[config.mk]
export PLATFORM = sky130hd
export DESIGN_NAME = regsel_seq
export DESIGN_NICKNAME = d
export VERILOG_FILES = /design/src/rtl/regsel_pkg.sv /design/src/rtl/regsel_seq_decode.sv /design/src/rtl/regsel_seq.sv
export SDC_FILE = /design/constraint.sdc
export NUM_CORES = 1
export LEC_CHECK = 0
export ABC_AREA = 0
export BUFFER_PORTS_ARGS = -buffer_cell sky130_fd_sc_hd__buf_2
export CAP_MARGIN = 5
export CORE_MARGIN = 2
export CORE_UTILIZATION = 46
export DETAILED_ROUTE_END_ITERATION = 16
export PLACE_DENSITY = 0.74
export RECOVER_POWER = 50
export SYNTH_ARGS = -nofsm -noshare
export SYNTH_HDL_FRONTEND = slang
export SYNTH_SLANG_ARGS = --single-unit
[constraint.sdc]
create_clock -name clock -period 1.5 [get_ports clock]
set_input_delay 0.075 -clock clock [delete_from_list [all_inputs] [get_ports clock]]
set_output_delay 0.075 -clock clock [all_outputs]
set_load 0.05 [all_outputs]
[src/rtl/regsel_pkg.sv]
// regsel_pkg: sequencer state encoding, source-select constant and default widths for regsel_seq.
package regsel_pkg;
  typedef enum logic [1:0] {IDLE, SETUP, STROBE, HOLD} state_t;
  localparam int SRC_USEQ     = 0;
  localparam int DEF_SEL_W    = 3;
  localparam int DEF_NREGS    = 8;
  localparam int DEF_N_OPS    = 3;
  localparam int DEF_LOAD_CYC = 1;
  localparam int DEF_SRC_W    = 2;
endpackage

[src/rtl/regsel_seq_decode.sv]
// regsel_decode: enable + register index to active-low one-hot, flagging indices past NREGS.
module regsel_decode
  import regsel_pkg::*;
#(
  parameter int NREGS = DEF_NREGS,
  parameter int SEL_W = DEF_SEL_W
) (
  input  logic             i_en,
  input  logic [SEL_W-1:0] i_idx,
  output logic [NREGS-1:0] o_vec_n,
  output logic             o_oor
);
  assign o_oor   = i_en && (32'(i_idx) >= NREGS);
  assign o_vec_n = (i_en && !o_oor) ? ~(NREGS'(1) << i_idx) : '1;
endmodule

[src/rtl/regsel_seq.sv]
// regsel_seq: sequenced register-transfer strobe generator (SETUP/STROBE/HOLD, active-low one-hot).
// Optional REGSEL_HAZARD_EN: flag same-register OE+load and drop OE while the load strobe is low.
module regsel_seq
  import regsel_pkg::*;
#(
  parameter int SEL_W    = DEF_SEL_W,
  parameter int NREGS    = DEF_NREGS,
  parameter int N_OPS    = DEF_N_OPS,
  parameter int LOAD_CYC = DEF_LOAD_CYC,
  parameter int SRC_W    = DEF_SRC_W
) (
  input  logic                   clock,
  input  logic                   reset,
  input  logic                   start,
  output logic                   ready,
  input  logic                   oe,
  input  logic                   load,
  input  logic [SRC_W-1:0]       oeSourceSel,
  input  logic [SRC_W-1:0]       loadSourceSel,
  input  logic [SEL_W-1:0]       useqRegSelOE,
  input  logic [SEL_W-1:0]       useqRegSelLoad,
  input  logic [N_OPS*SEL_W-1:0] ops,
  output logic [NREGS-1:0]       regNotOEs,
  output logic [NREGS-1:0]       regNotLoads,
  output logic                   done,
  output logic                   selError,
  output logic                   hazard
);
  localparam int CNT_W = LOAD_CYC > 1 ? $clog2(LOAD_CYC) : 1;
  state_t           r_state, w_next;
  logic [CNT_W-1:0] r_cnt;
  logic [SEL_W-1:0] w_oe_idx, w_ld_idx;
  logic [NREGS-1:0] w_oe_dec, w_ld_dec, w_oe_sel, w_ld_sel, r_oe_vec, r_ld_vec, r_oes, r_lds;
  logic w_oe_src_ok, w_ld_src_ok, w_oe_oor, w_ld_oor, w_accept, w_haz_new, w_haz_sel;
  logic r_load, r_haz, r_err, r_done, r_ready;
  always_comb begin
    w_oe_idx = useqRegSelOE;
    w_ld_idx = useqRegSelLoad;
    for (int k = 0; k < N_OPS; k++) begin
      if (oeSourceSel == SRC_W'(SRC_USEQ + k + 1)) w_oe_idx = ops[k*SEL_W +: SEL_W];
      if (loadSourceSel == SRC_W'(SRC_USEQ + k + 1)) w_ld_idx = ops[k*SEL_W +: SEL_W];
    end
  end
  assign w_oe_src_ok = 32'(oeSourceSel) <= N_OPS;
  assign w_ld_src_ok = 32'(loadSourceSel) <= N_OPS;
  regsel_decode #(.NREGS(NREGS), .SEL_W(SEL_W)) u_oe_dec (
    .i_en(oe && w_oe_src_ok), .i_idx(w_oe_idx), .o_vec_n(w_oe_dec), .o_oor(w_oe_oor)
  );
  regsel_decode #(.NREGS(NREGS), .SEL_W(SEL_W)) u_ld_dec (
    .i_en(load && w_ld_src_ok), .i_idx(w_ld_idx), .o_vec_n(w_ld_dec), .o_oor(w_ld_oor)
  );
`ifdef REGSEL_HAZARD_EN
  // Both decodes low on the same bit means a valid OE and load of one register.
  assign w_haz_new = (w_oe_dec == w_ld_dec) && !(&w_oe_dec);
`else
  assign w_haz_new = 1'b0;
`endif
  assign w_accept  = start && r_state == IDLE;
  assign w_oe_sel  = w_accept ? w_oe_dec : r_oe_vec;
  assign w_ld_sel  = w_accept ? w_ld_dec : r_ld_vec;
  assign w_haz_sel = w_accept ? w_haz_new : r_haz;
  always_comb begin
    w_next = r_state == IDLE   ? (w_accept ? SETUP : IDLE) :
             r_state == SETUP  ? (r_load ? STROBE : HOLD) :
             r_state == STROBE ? (r_cnt == CNT_W'(LOAD_CYC - 1) ? HOLD : STROBE) : IDLE;
  end
  always_ff @(posedge clock or posedge reset) begin
    if (reset) begin
      r_state  <= IDLE;
      r_cnt    <= '0;
      r_oe_vec <= '1;
      r_ld_vec <= '1;
      r_load   <= 1'b0;
      r_haz    <= 1'b0;
      r_err    <= 1'b0;
      r_oes    <= '1;
      r_lds    <= '1;
      r_done   <= 1'b0;
      r_ready  <= 1'b1;
    end else begin
      r_state <= w_next;
      r_cnt   <= r_state == STROBE ? r_cnt + 1'b1 : '0;
      r_oes   <= (w_next == IDLE || (w_next == STROBE && w_haz_sel)) ? '1 : w_oe_sel;
      r_lds   <= w_next == STROBE ? w_ld_sel : '1;
      r_done  <= w_next == HOLD;
      r_ready <= w_next == IDLE;
      if (w_accept) begin
        r_oe_vec <= w_oe_dec;
        r_ld_vec <= w_ld_dec;
        r_load   <= load;
        r_haz    <= w_haz_new;
        r_err    <= w_oe_oor || w_ld_oor || (oe && !w_oe_src_ok) || (load && !w_ld_src_ok);
      end
    end
  end
  assign ready       = r_ready;
  assign regNotOEs   = r_oes;
  assign regNotLoads = r_lds;
  assign done        = r_done;
  assign selError    = r_err;
  assign hazard      = r_haz;
endmodule

[Word level (Yosys, flattened, before mapping)]
Index checks and enable logic that the tools add are counted.
Storage, ports and cells
  bits in registers: 39
  logic and storage cells: 50
  input bits: 24
  output and inout port bits: 20
Operators by class
  bitwise gates (word level): 2
  add/subtract/negate cells: 1
  reductions and logical operators: 5
  equal/unequal tests: 10
  shift operators: 2
  muxes and demuxes: 20
Operator list (count)
  $mux W8: 6
  $mux W3: 6
  $not A8 Y8: 2
  $shl A1 B3 Y8 const A: 2
  $eq A2 B2 Y1 const B: 7
  $eq A2 B1 Y1 const B: 3
  $mux W2: 3
  $mux W1: 5
  $logic_not A2 Y1: 2
  $logic_and A1 B1 Y1: 2
  $add A1 B1 Y1 const B: 1
  $logic_or A1 B1 Y1: 1

[Logic depth before layout (Yosys ltp)]
  depth after elaboration: 9
  gate-level depth with buffers: 7

[Cells and area by module]
Synthesis repeated with hierarchy kept, for this count alone.
Second synthesis, totals
  cells, all modules: 125
  area total of the unflattened synthesis: 1893.1 µm²
By module, submodules not included
  regsel_seq: times used 1, cells an instance 105, area an instance 1717.9 µm²
  regsel_decode: times used 2, cells an instance 10, area an instance 87.6 µm²

[Worst setup path before layout]
Ideal clock, no wire load.
  path type: reg2reg
  start: register r_state[0]
  end: register r_lds[0] (netlist: regNotLoads[0])
  slack: -0.033 ns
  setup time: 0.098 ns
  data required time: 1.402 ns
  data arrival time: 1.435 ns
  cell stages (with the launch flop): 6
  path buffers: 0
  cell sequence: dfrtp_1 -> inv_1 -> ha_1 -> inv_2 -> o41ai_2 -> nand2_1
Between the ends
  word-level cells in the longest chain between the ends: 6
Ends and longest elaborated chain
  start: declaration: RTL line regsel_seq.sv:30  | state_t r_state, w_next;
  start signal: assignment: RTL line regsel_seq.sv:81  | r_state <= w_next;
  $eq A2 B2 Y1: RTL line regsel_seq.sv:65  | r_state == STROBE ? (r_cnt == CNT_W'(LOAD_CYC - 1) ? HOLD : STROBE) : IDLE;
  $mux W2: RTL line regsel_seq.sv:65
  $mux W2: RTL line regsel_seq.sv:64  | r_state == SETUP ? (r_load ? STROBE : HOLD) :
  $mux W2 (*): RTL line regsel_seq.sv:63  | w_next = r_state == IDLE ? (w_accept ? SETUP : IDLE) :
  named net w_next[1]: RTL line regsel_seq.sv:30
  $eq A2 B2 Y1 (*): RTL line regsel_seq.sv:84  | r_lds <= w_next == STROBE ? w_ld_sel : '1;
  $mux W8 (*): RTL line regsel_seq.sv:84
  end signal: assignment: RTL line regsel_seq.sv:84
  end: declaration: RTL line regsel_seq.sv:33  | logic [NREGS-1:0] w_oe_dec, w_ld_dec, w_oe_sel, w_ld_sel, r_oe_vec, r_ld_vec, r_oes, r_lds;
The timed path passes the listed nets; every way through them passes the cells marked *.
A chain may end at the register's enable or synchronous reset.

[Final worst setup path]
  start: register r_state[1]
  end: register r_lds[7] (netlist: regNotLoads[7])
The elaborated chain is that of the path after synthesis.

==> qor.json <==
{
  "layout_setup_ws": {"value": -17.65, "unit": "ps"},
  "synthArstFlopShare": {"value": 100.0, "unit": "%"},
  "violations": {"value": "negative setup slack"},
  "slew-limit-headroom": {"value": 40.48, "unit": "%"},
  "synth_enable_flop_cells": {"value": 0},
  "yosys_register_bits": {"value": 39},
  "holdPathStages": {"value": 3},
  "layout-drive-gt1-share": {"value": 63.08, "unit": "%"},
  "hold_path.class": {"value": "input port to flip-flop"},
  "post-synth-top-count-cell": {"value": "sky130_fd_sc_hd__dfstp_2"},
  "reg_to_reg_end": {"value": "regNotLoads[7]"},
  "timing.final.hold_violations": {"value": 0},
  "clock-root-buffer": {"value": "sky130_fd_sc_hd__clkbuf_8"},
  "timing.critical_path.slowest_cell_delay": {"value": 410, "unit": "ps"},
  "setup-violations-final": {"value": 8},
  "netlist_top_cells_count": {"value": "sky130_fd_sc_hd__dfstp_2 (33), sky130_fd_sc_hd__nor2_1 (28), sky130_fd_sc_hd__a21oi_1 (8), sky130_fd_sc_hd__nand2_1 (8), sky130_fd_sc_hd__o22ai_1 (8)"},
  "finalWirelength": {"value": 3.558, "unit": "mm"},
  "final-instance-count-excl-fill": {"value": 243},
  "worstReg2RegStart": {"value": "r_state[1]"},
  "grt_max_degree": {"value": 22},
  "ff2ff_path_depth": {"value": 6},
  "cellPowerDensity": {"value": 2216, "unit": "nW/µm²"},
  "grt-ovfl-total": {"value": 0},
  "via_count_of_the_first_global_routing_pass": {"value": 1296},
  "maxCapViolCount": {"value": 0},
  "floorplan.io_pins": {"value": 44},
  "path_cells": {"value": "inv_2, ha_4, inv_4, o41ai_4, buf_6, nand2_1"},
  "num_vias": {"value": 1271},
  "drtIter0Drc": {"value": 64},
  "tritoncts": {"value": "done"},
  "dp.final_hpwl": {"value": 2.638, "unit": "mm"},
  "avgSynthCellArea": {"value": 12.42, "unit": "µm²"},
  "synth.largest_area_cell": {"value": "sky130_fd_sc_hd__dfstp_2"},
  "hold_start": {"value": "load"},
  "critical_path.top_delay_family": {"value": "flip-flops"},
  "critical_path_required": {"value": 1720, "unit": "ps"},
  "power_total": {"value": 5.164, "unit": "mW"},
  "synth_top_cells_by_area": {"value": "sky130_fd_sc_hd__dfstp_2 (51%), sky130_fd_sc_hd__dfrtp_1 (8.8%), sky130_fd_sc_hd__mux4_2 (7.9%)"},
  "synth.yosys.warnings": {"value": 0},
  "setup.worst_path.start_class": {"value": "flip-flop"},
  "grt_setup_unrepaired": {"value": "true"},
  "post_synth_inst_count": {"value": 137},
  "synth.top_cell.area_share": {"value": 50.96, "unit": "%"},
  "routed_wire_length_per_instance": {"value": 14.64, "unit": "µm"},
  "detail_route.vias_per_cell": {"value": 5.230},
  "clock_tree.htree_level_count": {"value": 2},
  "remaining_drc_errors": {"value": 0},
  "final_nets": {"value": 221},
  "number_of_instances_in_the_placed_design": {"value": 231},
  "highest_delay_cell_along_the_critical_path": {"value": "sky130_fd_sc_hd__dfrtp_1"},
  "worstHoldEndpoint": {"value": "r_load"},
  "ir_worst_vdd": {"value": 717.0, "unit": "µV"},
  "fp.dieArea": {"value": 4202, "unit": "µm²"},
  "status": {"value": "finished, violations left"},
  "max_freq": {"value": 658.9, "unit": "MHz"},
  "cellLeakagePower": {"value": 0.9775, "unit": "nW"},
  "regToRegSetupSlack": {"value": -20, "unit": "ps"},
  "grt_antenna_before_repair": {"value": 0},
  "numCtsBuffers": {"value": 5},
  "netlist-cell-type-count": {"value": 30},
  "floorplan.initialDensity": {"value": 47.19, "unit": "%"},
  "drt_pre_antenna_iters": {"value": 4},
  "worstPathBufferInverterCount": {"value": 3},
  "critical_path_peak_fanout": {"value": 8},
  "cp.arrival": {"value": 1730, "unit": "ps"},
  "number_of_antenna_repair_diodes": {"value": 0},
  "synth_seq_area_share": {"value": 59.78, "unit": "%"},
  "clock_sinks": {"value": 39},
  "min_period_over_period": {"value": 101.2, "unit": "%"},
  "floorplan.rows": {"value": 22},
  "port_buffers": {"value": 42},
  "grt_pass1_wl": {"value": 6.127, "unit": "mm"},
  "synth.net_count": {"value": 164},
  "path_clk_slew": {"value": 70, "unit": "ps"},
  "place_congestion": {"value": 0.8488},
  "syn_area": {"value": 1702, "unit": "µm²"},
  "core_area": {"value": 3606, "unit": "µm²"},
  "path_class": {"value": "flip-flop to flip-flop"},
  "die_y": {"value": 64.82, "unit": "µm"},
  "worst_skew_pair.late_latency": {"value": 290, "unit": "ps"},
  "final.setup.tns": {"value": -62.32, "unit": "ps"},
  "worstMarginPinSlew": {"value": 892.8, "unit": "ps"},
  "horizontal_die_dimension": {"value": 64.82, "unit": "µm"},
  "final_max_slew_viol_count": {"value": 0},
  "final.min_clock_period": {"value": 1518, "unit": "ps"},
  "timing.critical_path.to_type": {"value": "flip-flop"},
  "track_usage": {"value": 19.56, "unit": "%"},
  "clock_tree.buffer_depth": {"value": 2},
  "final.setup_skew": {"value": 4.433, "unit": "ps"},
  "ys_dominant_reg_cell": {"value": "sky130_fd_sc_hd__dfstp_2"},
  "layout-area-overhead-vs-synth": {"value": 36.91, "unit": "%"},
  "layout.core_utilization": {"value": 64.61, "unit": "%"},
  "route.antenna.remaining_nets": {"value": 0}
}
[where the power goes]
part | switching (mW) | internal [mW] | total, mW
registers | 0.131 | 1.61 | 1.74
logic | 1.50 | 0.911 | 2.41
clock network | 0.349 | 0.663 | 1.01
[cell type report]
type	count	area, µm²
well taps	48	60.06
multi-input cells	88	787.0
clock buffers	5	68.82
inverters	6	25.02
flip-flops and latches	39	1017
clock inverters	3	67.56
repair buffers	54	304.0
fillers	283	1276
[cells by family after synthesis]
logic type / after synthesis / synth area share [%]
simple gates: 57 / 19.19
flops: 39 / 59.78
compound gates: 21 / 8.089
buf+inv: 10 / 2.573
mux: 6 / 7.941
fa+ha+maj: 3 / 2.206
other cells: 1 / 0.2204
[how the worst max path moves through the flow]
stage                                 to        from  depth (start not counted)  slack (ps)
after detailed placement    regNotOEs[2]  r_state[0]                          5        -150
after global placement      regNotOEs[2]  r_state[0]                          5         -10
final                     regNotLoads[7]  r_state[1]                          6         -20
after global routing      regNotLoads[1]  r_state[1]                          6         -80
after CTS                 regNotLoads[7]  r_state[1]                          6         -20
after floorplan           regNotLoads[0]  r_state[0]                          5         -30
[flip-flops by register name (all words and copies together) (netlist names)]
name         flops
r_oe_vec         8
hazard           1
ready            1
done             1
r_ld_vec         8
r_load           1
r_cnt            1
r_state          2
regNotOEs        8
regNotLoads      8
[cells in the final DEF (no fill, tap or decap), types with 3 or more instances in the layout]
cell type,count
sky130_fd_sc_hd__o22ai_2,3
sky130_fd_sc_hd__clkbuf_8,5
sky130_fd_sc_hd__nor4b_4,3
sky130_fd_sc_hd__buf_2,42
sky130_fd_sc_hd__a21oi_1,7
sky130_fd_sc_hd__dfrtp_1,6
sky130_fd_sc_hd__mux4_2,6
sky130_fd_sc_hd__buf_4,7
sky130_fd_sc_hd__inv_1,3
sky130_fd_sc_hd__nor2_1,27
sky130_fd_sc_hd__and4bb_1,3
sky130_fd_sc_hd__dfstp_2,33
sky130_fd_sc_hd__nand2_1,6
sky130_fd_sc_hd__ha_4,3
sky130_fd_sc_hd__o22ai_1,5
sky130_fd_sc_hd__nor2b_1,3
[metrics by stage]
stage | hold slack [ps] | instance area [µm²] | setup slack (ps)
final | 217.5 | 2330 | -17.65
after global routing | 214.2 | 2330 | -79.44
after CTS | 148.8 | 2257 | -21.69
after detailed placement | 126.4 | 2011 | -151.1
after global placement | 111.0 | 2011 | -9.922
after floorplan | 255.6 | 1702 | -32.54
[routing by layer]
metal	track usage, %	up-vias	part of all wire (%)
met3	3.125	10	5.2
met2	33.12	54	52
met1	24.05	613	40
li1	-	594	-
met4	10.11	0	2.3
met5	0	-	0
[tightest hold or removal path, stage by stage]
cell	delay, ps
sky130_fd_sc_hd__buf_2	100
sky130_fd_sc_hd__nand3_1	180
sky130_fd_sc_hd__o21ai_1	100
[timing repair]
action                                  in CTS  in global routing
pin swaps                                    0                 14
endpoints found under the setup margin      29                 26
hold buffers                                 1                  0
hold endpoints to repair                     6                  0
buffers inserted                             2                  1
resized for setup                           16                 15
(Power assumes the default switching activity.)
